<file path="config.mk">
export PLATFORM = sky130hd
export DESIGN_NAME = tl_request_scheduler
export DESIGN_NICKNAME = d
export VERILOG_FILES = /design/src/rtl/tl_pkg.sv /design/src/rtl/tl_sync_edge.sv /design/src/rtl/tl_request_scheduler.sv
export SDC_FILE = /design/constraint.sdc
export NUM_CORES = 1
export LEC_CHECK = 0
export BUFFER_PORTS_ARGS = -buffer_cell sky130_fd_sc_hd__clkbuf_2
export CELL_PAD_IN_SITES_DETAIL_PLACEMENT = 1
export CELL_PAD_IN_SITES_GLOBAL_PLACEMENT = 1
export CORE_MARGIN = 4
export CORE_UTILIZATION = 44
export DETAILED_ROUTE_END_ITERATION = 7
export HOLD_SLACK_MARGIN = 0.02
export PLACE_DENSITY = 0.79
export SLEW_MARGIN = 0
export SYNTH_ARGS = -nofsm -noshare
export SYNTH_HDL_FRONTEND = slang
export SYNTH_SLANG_ARGS = --single-unit
</file>
<file path="constraint.sdc">
create_clock -name clock -period 1.8 [get_ports clock]
set_input_delay 0.36 -clock clock [delete_from_list [all_inputs] [get_ports clock]]
set_output_delay 0.36 -clock clock [all_outputs]
set_load 0.05 [all_outputs]
</file>
<file path="src/rtl/tl_pkg.sv">
// ---------------------------------------------------------------------------
// tl_pkg
// Shared definitions for the traffic-light request scheduler:
//   - tl_state_t         : scheduler FSM state encoding
//   - TL_DEFAULT_MIN_GAP : default settling gap (cycles) after each service
//   - tl_clog2()         : ceiling log2, used to size counters and indices
// ---------------------------------------------------------------------------
package tl_pkg;

    typedef enum logic [1:0] {
        IDLE  = 2'd0,
        OFFER = 2'd1,
        SERVE = 2'd2,
        GAP   = 2'd3
    } tl_state_t;

    localparam int TL_DEFAULT_MIN_GAP = 8;

    // Smallest width w such that 2**w >= value (0 for value <= 1).
    function automatic int tl_clog2(input int value);
        int width;
        width = 0;
        for (int i = 0; i < 31; i++) begin
            if ((1 << i) < value) begin
                width = i + 1;
            end
        end
        return width;
    endfunction

endpackage

</file>
<file path="src/rtl/tl_sync_edge.sv">
// ---------------------------------------------------------------------------
// tl_sync_edge
// Brings one raw asynchronous request line into the clock domain and turns
// each low-to-high transition into a single-cycle pulse.
//   clock     : system clock
//   reset_n   : asynchronous active-low reset
//   async_in  : raw board input, active-high
//   rise      : one-cycle pulse per synchronized rising edge
// ---------------------------------------------------------------------------
module tl_sync_edge #(
    parameter int NSYNC = 2
) (
    input  logic clock,
    input  logic reset_n,
    input  logic async_in,
    output logic rise
);

    logic [NSYNC-1:0] sync_q;
    logic             prev_q;

    // NOTE: the synchronizer and previous-value flops are reset to 0, so a
    // line held high through reset release is seen as exactly one rising edge.
    always_ff @(posedge clock or negedge reset_n) begin
        if (!reset_n) begin
            sync_q <= '0;
            prev_q <= 1'b0;
        end else begin
            // NOTE: non-blocking assignments make every stage take its
            // neighbour's pre-edge value, giving a true NSYNC-deep shift.
            sync_q <= {sync_q[NSYNC-2:0], async_in};
            prev_q <= sync_q[NSYNC-1];
        end
    end

    assign rise = sync_q[NSYNC-1] & ~prev_q;

endmodule

</file>
<file path="src/rtl/tl_request_scheduler.sv">
// ---------------------------------------------------------------------------
// tl_request_scheduler
// Collects pedestrian-button / vehicle-sensor requests, latches them as
// sticky pending bits and hands them one at a time, round-robin, to the
// light sequencer. A fixed settling gap follows each completed service.
//   clock, reset_n : clock and asynchronous active-low reset
//   req_in         : raw asynchronous request lines (N_REQ)
//   grant_valid    : offer of request grant_id to the sequencer
//   grant_id       : index of the offered / in-service request
//   grant_ready    : sequencer accepts the offer
//   serve_done     : one-cycle pulse, phase for grant_id finished
//   pending        : latched, not-yet-accepted requests
//   busy           : scheduler is not IDLE
// ---------------------------------------------------------------------------
module tl_request_scheduler
    import tl_pkg::*;
#(
    parameter int N_REQ   = 4,
    parameter int NSYNC   = 2,
    parameter int MIN_GAP = TL_DEFAULT_MIN_GAP
) (
    input  logic                       clock,
    input  logic                       reset_n,
    input  logic [N_REQ-1:0]           req_in,
    output logic                       grant_valid,
    output logic [tl_clog2(N_REQ)-1:0] grant_id,
    input  logic                       grant_ready,
    input  logic                       serve_done,
    output logic [N_REQ-1:0]           pending,
    output logic                       busy
);

    localparam int                ID_W     = tl_clog2(N_REQ);
    localparam int                GAP_W    = tl_clog2(MIN_GAP + 1);
    localparam logic [ID_W-1:0]   LAST_ID  = ID_W'(N_REQ - 1);
    localparam logic [GAP_W-1:0]  GAP_LOAD = GAP_W'(MIN_GAP);

    tl_state_t        state_q, state_d;
    logic [ID_W-1:0]  grant_id_q, grant_id_d;
    logic [ID_W-1:0]  rr_ptr_q, rr_ptr_d;
    logic [GAP_W-1:0] gap_q, gap_d;
    logic [N_REQ-1:0] pending_q, rise, clear_mask;
    logic [ID_W-1:0]  sel_id, cand_id;
    logic             sel_found;
    int               cand;

    for (genvar i = 0; i < N_REQ; i++) begin : g_sync
        tl_sync_edge #(.NSYNC(NSYNC)) u_sync_edge (
            .clock    (clock),
            .reset_n  (reset_n),
            .async_in (req_in[i]),
            .rise     (rise[i])
        );
    end

    // Round-robin pick: walk offsets from high to low so the lowest offset
    // from rr_ptr (the first set bit searching upward, wrapping) wins.
    always_comb begin
        sel_found = 1'b0;
        sel_id    = '0;
        cand      = 0;
        cand_id   = '0;
        for (int off = N_REQ - 1; off >= 0; off--) begin
            cand = int'(rr_ptr_q) + off;
            if (cand >= N_REQ) begin
                cand = cand - N_REQ;
            end
            cand_id = ID_W'(cand);
            if (pending_q[cand_id]) begin
                sel_found = 1'b1;
                sel_id    = cand_id;
            end
        end
    end

    // NOTE: every signal driven here gets a default first, so no path can
    // leave one unassigned and infer a latch.
    always_comb begin
        state_d    = state_q;
        grant_id_d = grant_id_q;
        rr_ptr_d   = rr_ptr_q;
        gap_d      = gap_q;
        clear_mask = '0;
        unique case (state_q)
            IDLE: begin
                if (sel_found) begin
                    grant_id_d = sel_id;
                    state_d    = OFFER;
                end
            end
            OFFER: begin
                if (grant_ready) begin
                    clear_mask[grant_id_q] = 1'b1;
                    state_d                = SERVE;
                end
            end
            SERVE: begin
                if (serve_done) begin
                    rr_ptr_d = (grant_id_q == LAST_ID) ? '0 : grant_id_q + ID_W'(1);
                    gap_d    = GAP_LOAD;
                    state_d  = GAP;
                end
            end
            GAP: begin
                gap_d = gap_q - GAP_W'(1);
                if (gap_q == GAP_W'(1)) begin
                    state_d = IDLE;
                end
            end
            default: state_d = IDLE;
        endcase
    end

    always_ff @(posedge clock or negedge reset_n) begin
        if (!reset_n) begin
            state_q    <= IDLE;
            grant_id_q <= '0;
            rr_ptr_q   <= '0;
            gap_q      <= '0;
            pending_q  <= '0;
        end else begin
            state_q    <= state_d;
            grant_id_q <= grant_id_d;
            rr_ptr_q   <= rr_ptr_d;
            gap_q      <= gap_d;
            // A new edge landing in the accept cycle re-arms the bit.
            pending_q  <= (pending_q & ~clear_mask) | rise;
        end
    end

    assign grant_valid = (state_q == OFFER);
    assign busy        = (state_q != IDLE);
    assign grant_id    = grant_id_q;
    assign pending     = pending_q;

endmodule

</file>
# Word-level counts from Yosys, hierarchy flattened
# Index checks and enable logic that the tools add are counted.
[op_classes] n_addsub=9 n_mul=0 n_div=0 n_lt_le_gt_ge=10 n_eq_ne=9 shifts=0 mux=32 bitwise=11 reduce_logical=8
[op_table] op="$mux W2" count=13
[op_table] op="$lt A2 B3 Y1 const B" count=5
[op_table] op="$mux W4" count=3
[op_table] op="$ge A3 B3 Y1 const B" count=3
[op_table] op="$mux W1" count=9
[op_table] op="$bmux W1 S2" count=4
[op_table] op="$pmux W2 S4" count=1
[op_table] op="$pmux W4 S2" count=1
[op_table] op="$sub A2 B1 Y2 const B" count=4
[op_table] op="$add A2 B2 Y3 const B" count=2
[op_table] op="$eq A2 B2 Y1 const B" count=3
[op_table] op="$ne A2 B2 Y1 const B" count=3
[op_table] op="$reduce_and A2 Y1" count=3
[op_table] op="$and A1 B1 Y1" count=4
[op_table] op="$and A4 B4 Y4" count=1
[op_table] op="$eq A4 B1 Y1 const B" count=1
[op_table] op="$not A1 Y1" count=4
[op_table] op="$not A4 Y4" count=1
[op_table] op="$or A4 B4 Y4" count=1
[op_table] op="$reduce_and A4 Y1" count=1
[op_table] op="$reduce_bool A2 Y1" count=2
[op_table] op="$sub A4 B1 Y4 const B" count=1
[op_table] op="$add A2 B1 Y3 const B" count=1
[op_table] op="$ge A2 B3 Y1 const B" count=1
[op_table] op="other kinds (7)" count=7
[word_totals] reg_bits=26 latch_bits=0 mem_bits_rw=0 rom_bits=0 in_bits=8 output_inout_bits=8 wordCells=92 mem_count=0

# Depth between registers and ports, before layout
# Gate-level depths: netlist (run 1).
[logic_depth] word_depth=11 depth_mapped=6 ltp_nobuf=6

# Modules after synthesis
# From an unflattened synthesis (run 1), not the netlist that was laid out.
[hier_totals] cells_unflattened=98 hier_area_um2=1173.6
[modules_own_cells] mod="tl_request_scheduler" instances=1 cells_per_inst=82 area_each_um2=818.3 seq_area_each_um2=350.3
[modules_own_cells] mod="tl_sync_edge" instances=4 cells_per_inst=4 area_each_um2=88.8 seq_area_each_um2=75.1

# Worst setup path after synthesis (run 1)
# No wires, ideal clock.
[synth_path] path_type="register to register" from="register state_q[1]" to="register state_q[1]" setup_time_ns=0.125 arrival_time_ns=1.592 t_required_ns=1.675 path_slack_ns=0.083 path_stages_with_launch=6 n_path_buf=0 synth_period_minus_slack_ns=1.717 cell_sequence="dfrtp_1 inv_1 ha_1 a221oi_2 nand2_2 mux2_4"
[synth_via] elab_chain_cells=3 elab_cells_between_ends=10 classes_between="7 x eq/ne; 1 x mux; 2 x reduce/logical"
[synth_rtl] item="start: declaration" line_no="tl_request_scheduler.sv:38" source="tl_state_t state_q, state_d;"
[synth_rtl] item="start signal: assignment" line_no="tl_request_scheduler.sv:122" source="state_q <= state_d;"
[synth_rtl] item="$eq A2 B1 Y1 *"
[synth_rtl] item="via grant_valid" line_no="tl_request_scheduler.sv:25" source="output logic grant_valid,"
[synth_rtl] item="$ne A2 B1 Y1 (no line)"
[synth_rtl] item="$reduce_and A4 Y1 (no line)"
# Mark *: on every way through the listed nets, which the timed path passes. The rest lies on a longest branch.
# A chain may end at the register's enable or synchronous reset.

# Worst setup path in the final report (run 1)
[layout_path] from="register state_q[0]" to="output busy"
[layout_via] elab_chain_cells=1
[layout_rtl] item="$reduce_bool A2 Y1" line_no="tl_request_scheduler.sv:132" source="assign busy = (state_q != IDLE);"
[layout_rtl] item="end: declaration" line_no="tl_request_scheduler.sv:30" source="output logic busy"
# Every way passes these cells.

==> impl_metrics.env, run 1 <==
export IMPL_vias=880
export IMPL_path_max_fanout=5
export IMPL_synth_top_cell_area_share_pct=53.55
export IMPL_yosysMostFrequentCell="dfrtp_1"
export IMPL_ys_types=26
export IMPL_p_leak_nw=0.6760
export IMPL_worstPathRequired_ns=1.44
export IMPL_worstReg2RegStart="state_q[0]"
export IMPL_first_pass_iters=4
export IMPL_hold_viol_final=0
export IMPL_r2r_setup_slack_ns=0.18
export IMPL_maxCapViolations=0
export IMPL_rsz0062_at_grt="false"
export IMPL_power_density_nw_per_um2=1830
export IMPL_synthCells=112
export IMPL_ys_ff_latch=26
export IMPL_fin_crit_sh_pct=94.54
export IMPL_setup_slack_ns=0.09832
export IMPL_grt_pass1_vias=980
export IMPL_yosys_area_top_type="dfrtp_1"
export IMPL_final_core_util_pct=55.51
export IMPL_hold_path_class="in -> async"
export IMPL_dp_slack_ns=0.2078
export IMPL_drv_slew=0
export IMPL_min_period_ns=1.702
export IMPL_drt_initial_drc_count=45
export IMPL_totalWireLength_mm=2.536
export IMPL_cts_tree="yes"
export IMPL_slew_headroom_pct=57.17
export IMPL_cts_hold_buffers=0
export IMPL_vias_per_cell=5.466
export IMPL_std_cell_rows=18
export IMPL_crit_arrival_ns=1.34
export IMPL_ys_top_cells_by_count="dfrtp_1 (26), inv_1 (15), nand2_1 (13)"
export IMPL_critical_path_class="reg -> out"
export IMPL_clk_pin_slew_ns=0.14
export IMPL_die_height_um=60.55
export IMPL_finalClockSkew_ns=0.004756
export IMPL_syn_num_nets=131
export IMPL_synth_ff_type="dfrtp_1"
export IMPL_clockBufferDepth=2
export IMPL_dieWidth_um=60.55
export IMPL_status="complete, no violations"
export IMPL_tns_ns=0
export IMPL_nets=151
export IMPL_worst_pin_slew_ns=0.6424
export IMPL_clkSinkCount=26
export IMPL_end_kind="output port"
export IMPL_port_buffers=15
export IMPL_die_area_um2=3666
export IMPL_yosysWarnings=0
export IMPL_grt_overflow_total=0
export IMPL_yosysSeqAreaShare_pct=53.55
export IMPL_drc=0
export IMPL_ioPinCount=16
export IMPL_fin_cells=161
export IMPL_ctsRootBufferMaster="clkbuf_4"
export IMPL_avgSynthCellArea_um2=10.85
export IMPL_track_usage_pct=16.56
export IMPL_finalSetupViolations=0
export IMPL_wire_per_inst_um=15.75
export IMPL_crit_path_start_kind="register"
export IMPL_synthToLayoutAreaGrowth_pct=16.27
export IMPL_async_flop_share_pct=100.0
export IMPL_core_area_um2=2545
export IMPL_cts_buffers=3
export IMPL_drive_gt1_share_pct=23.66
export IMPL_crit_start="state_q[0]"
export IMPL_htreeDepth=1
export IMPL_gp_congestion=0.8265
export IMPL_dp_hpwl_mm=1.922
export IMPL_grt_max_degree=27
export IMPL_place_inst=157
export IMPL_initial_core_util_pct=47.74
export IMPL_antenna_found_initial=0
export IMPL_synth_area_leaders="dfrtp_1 (54%), ha_1 (11%), o21ai_0 (4.9%)"
export IMPL_ant_nets=0
export IMPL_clkLatencyLatePin_ns=0.32
export IMPL_n_antenna_cell=0
export IMPL_worst_ir_drop_vdd_mv=1.361
export IMPL_synth_edf_count=0
export IMPL_grt_pass1_wl_mm=4.457
export IMPL_clock_fmax_ghz=0.5877
export IMPL_syn_cell_area_um2=1215
kinds of logic after synthesis:
group                    after synthesis  share of synthesized area, %
AO/OA/AOI/OAI                         23                         12.05
XOR/XNOR                               1                        0.7210
adder cells (fa/ha/maj)               11                         11.33
multiplexers                           5                         4.737
flip-flops                            26                         53.55
AND/OR/NAND/NOR                       30                         12.57
buffers and inverters                 16                         5.046
state kept, by name, summed over array words and instances, names as in the netlist:
register / flops
g_sync.u_sync_edge.sync_q: 8
g_sync.u_sync_edge.prev_q: 4
gap_q: 4
pending: 4
grant_id: 2
rr_ptr_q: 2
state_q: 2
critical path: stages, from the launching register on:
cell and delay [ns]:
dfrtp_1 0.46, inv_2 0.10, ha_4 0.19, inv_1 0.05, clkbuf_4 0.22
per-stage QoR:
step | cell area, um^2 | hold WS [ns] | power [mW]
CTS | 1393 | 0.04931 | 2.569
global placement | 1330 | 0.3320 | 2.045
floorplan | 1215 | 0.06441 | 1.801
finish | 1413 | 0.03220 | 2.585
global route | 1413 | 0.06382 | 2.798
detailed placement | 1330 | 0.3426 | 2.136
layout make-up:
type | count | area [um^2]
fillers | 286 | 1132
flip-flops and latches | 26 | 650.6
multi-input cells | 70 | 528.0
repair buffers | 16 | 87.58
inverters | 15 | 56.30
well taps | 30 | 37.54
clock inverters | 1 | 30.03
clock buffers | 3 | 22.52
power by group:
group | leakage, nW | total (mW) | internal [mW] | switching (mW)
Clock | 0.0279 | 0.395 | 0.225 | 0.170
Combinational | 0.351 | 1.25 | 0.486 | 0.762
Sequential | 0.297 | 0.942 | 0.739 | 0.203
routing by layer:
layer  vias up  part of all wire (%)  GRT usage (%)
li1        416                     -              -
met1       437                    43          20.38
met5         -                     0              0
met3         6                   4.7          4.468
met2        21                    50          29.17
met4         0                   1.8          3.715
layout by cell type (no fill, tap or decap), types with 2 or more instances in the layout:
cell       n
mux2_2     2
clkbuf_2  13
nand2_1   13
nand2b_1   3
mux2i_1    2
o21ai_0   12
inv_2      2
o31ai_1    2
nand3_1    6
ha_1       9
ha_4       2
dfrtp_1   26
o221ai_1   2
buf_4      2
clkbuf_4   4
inv_1     13
a21oi_1    4
worst paths after layout:
kind | to | cells past startpoint
max | busy | 4
min | pending[0] | 1
max reg2reg | state_q[1] | 6
min reg2reg | g_sync[3].u_sync_edge.sync_q[1] | 0
max in group asynchronous | gap_q[3] | 1
min in group clock | g_sync[3].u_sync_edge.sync_q[0] | 1
timing repair:
action,in CTS,in global routing
gates resized for setup,4,5
endpoints found under the setup margin,2,2
setup buffers,0,0
Note: power is estimated with default switching activity, not from simulation.
==> inputs of run 2 (changes only) <==
CELL_PAD_IN_SITES_DETAIL_PLACEMENT = not set   (was 1)
CELL_PAD_IN_SITES_GLOBAL_PLACEMENT = not set   (was 1)
CORE_UTILIZATION = 55   (was 44)
==> run 2 against run 1 <==
  * Critical path depth decreased by 1
  * Final cell count down 1.9%
  * Core utilization up 14 points
  * First-iteration DRC count fell by 76%
  * Critical path type unchanged
  * Highest routed layer unchanged
==> impl_metrics.env, run 2 (same netlist as run 1, synthesis figures left out) <==
export IMPL_status="complete, no violations"
export IMPL_ctsRootBufferMaster="clkbuf_4"
export IMPL_first_pass_iters=5
export IMPL_drive_gt1_share_pct=22.90
export IMPL_gp_congestion=0.7575
export IMPL_crit_start="state_q[1]"
export IMPL_r2r_setup_slack_ns=0.18
export IMPL_layout_commonest_cell="dfrtp_1"
export IMPL_regMostFlops="g_sync.u_sync_edge.sync_q"
export IMPL_clkSinkCount=26
export IMPL_cts_hold_buffers=0
export IMPL_final_cell_mix="dfrtp_1 (26), inv_1 (14), nand2_1 (13), clkbuf_2 (13), o21ai_0 (12)"
export IMPL_switchingPower_mw=1.099
export IMPL_worst_ir_drop_vdd_mv=1.081
export IMPL_critical_path_class="reg -> out"
export IMPL_dieWidth_um=55
export IMPL_post_route_cell_area_um2=1399
export IMPL_post_cts_setup_buffers=0
export IMPL_cts_buffers=3
export IMPL_power_density_nw_per_um2=1814
export IMPL_worstPathRequired_ns=1.44
export IMPL_end_kind="output port"
export IMPL_drc=0
export IMPL_n_antenna_cell=0
export IMPL_totalWireLength_mm=2.192
export IMPL_grt_max_degree=27
export IMPL_grt_pass1_wl_mm=3.677
export IMPL_finalSetupViolations=0
export IMPL_largest_register_ffs=8
export IMPL_track_usage_pct=17.12
export IMPL_core_area_um2=2022
export IMPL_die_area_um2=3025
export IMPL_dp_slack_ns=0.1838
export IMPL_hold_path_class="in -> async"
export IMPL_grt_pass1_vias=837
export IMPL_swShare_pct=43.33
export IMPL_rsz0062_at_grt="true"
export IMPL_clockBufferDepth=2
export IMPL_synthToLayoutAreaGrowth_pct=15.14
export IMPL_whs_ns=0.03531
export IMPL_p_int_mw=1.438
export IMPL_fin_crit_sh_pct=98.85
export IMPL_worst_pin_slew_ns=0.6257
export IMPL_wire_per_inst_um=13.87
export IMPL_slew_headroom_pct=58.28
export IMPL_min_period_ns=1.779
export IMPL_comb_power_share_pct=48.2
export IMPL_worstReg2RegStart="state_q[1]"
export IMPL_std_cell_rows=16
export IMPL_p_leak_nw=0.6755
export IMPL_worstReg2RegEnd="state_q[1]"
export IMPL_finalPower_mw=2.537
export IMPL_drv_slew=0
export IMPL_port_buffers=15
export IMPL_grt_overflow_total=0
export IMPL_setup_slack_ns=0.02066
export IMPL_path_max_fanout=6
export IMPL_finalClockSkew_ns=0.003618
export IMPL_initial_core_util_pct=60.09
export IMPL_ant_nets=0
export IMPL_crit_path_start_kind="register"
export IMPL_ff2ff_path_depth=5
export IMPL_nets=151
export IMPL_clkLatencyLatePin_ns=0.31
export IMPL_p_clk_share_pct=15.3
export IMPL_p_seq_share_pct=36.5
export IMPL_dp_hpwl_mm=1.626
export IMPL_antenna_found_initial=0
export IMPL_clk_pin_slew_ns=0.14
export IMPL_maxCapViolations=0
export IMPL_htreeDepth=1
export IMPL_vias=868
export IMPL_cts_tree="yes"
export IMPL_vias_per_cell=5.494
export IMPL_drt_initial_drc_count=11
export IMPL_die_height_um=55
export IMPL_placed_cell_area_um2=1326
export IMPL_ioPinCount=16
export IMPL_crit_arrival_ns=1.42
export IMPL_hold_viol_final=0
export IMPL_clock_fmax_ghz=0.5620
export IMPL_tns_ns=0
[run 2: changes by cell type in the layout (fill, tap and decap cells not counted)]
cell   delta
ha_2      +1
ha_4      -1
inv_1     +1
inv_2     -1
[run 2: cell type report]
cell class	instances	area, um^2
Clock buffer	3	22.52
Clock inverter	1	30.03
Fill cell	144	623.1
Inverter	15	56.30
Multi-Input combinational cell	70	518.0
Sequential cell	26	650.6
Tap cell	27	33.78
Timing Repair Buffer	16	87.58
[run 2: how the worst max path moves through the flow]
stage / to / slack (ns) / depth (start not counted)
4_1_cts: busy / 0.002 / 4
5_1_grt: grant_valid / -0.06 / 3
3_3_place_gp: state_q[1] / 0.28 / 5
3_5_place_dp: state_q[1] / 0.18 / 5
2_1_floorplan: state_q[1] / 0.08 / 5
6_report: grant_valid / 0.02 / 3
[run 2: metal layers]
layer | wire (um) | vias to the layer above | GRT usage [%]
met2 | 1087 | 30 | 28.94
met1 | 987 | 418 | 22.22
met3 | 93 | 4 | 2.681
met5 | 0 | - | 0
met4 | 23 | 0 | 6.073
li1 | - | 416 | -
[run 2: power by group through the flow]
stage	registers (mW)	logic (mW)	clock network, mW
2_1_floorplan	1.06	0.744	0
3_3_place_gp	0.914	1.11	0
3_5_place_dp	0.931	1.17	0
4_1_cts	0.918	1.19	0.401
5_1_grt	0.949	1.34	0.439
6_report	0.925	1.22	0.389
[run 2: metrics by stage]
| step | util [%] | instances |
|---|---|---|
| floorplan | - | 112 |
| global placement | 65.59 | 154 |
| detailed placement | 65.59 | 154 |
| CTS | 68.56 | 158 |
| global route | 69.18 | 158 |
| finish | 69.18 | 158 |
[run 2: worst max-delay path, stage by stage, from the launching register on]
cell and delay, ns:
dfrtp_1 0.45, inv_1 0.16, ha_2 0.27, buf_4 0.22
[run 2: what timing repair did]
action | CTS | global route
setup endpoints to repair | 2 | 2
pin swaps | 0 | 0
resized for setup | 3 | 5
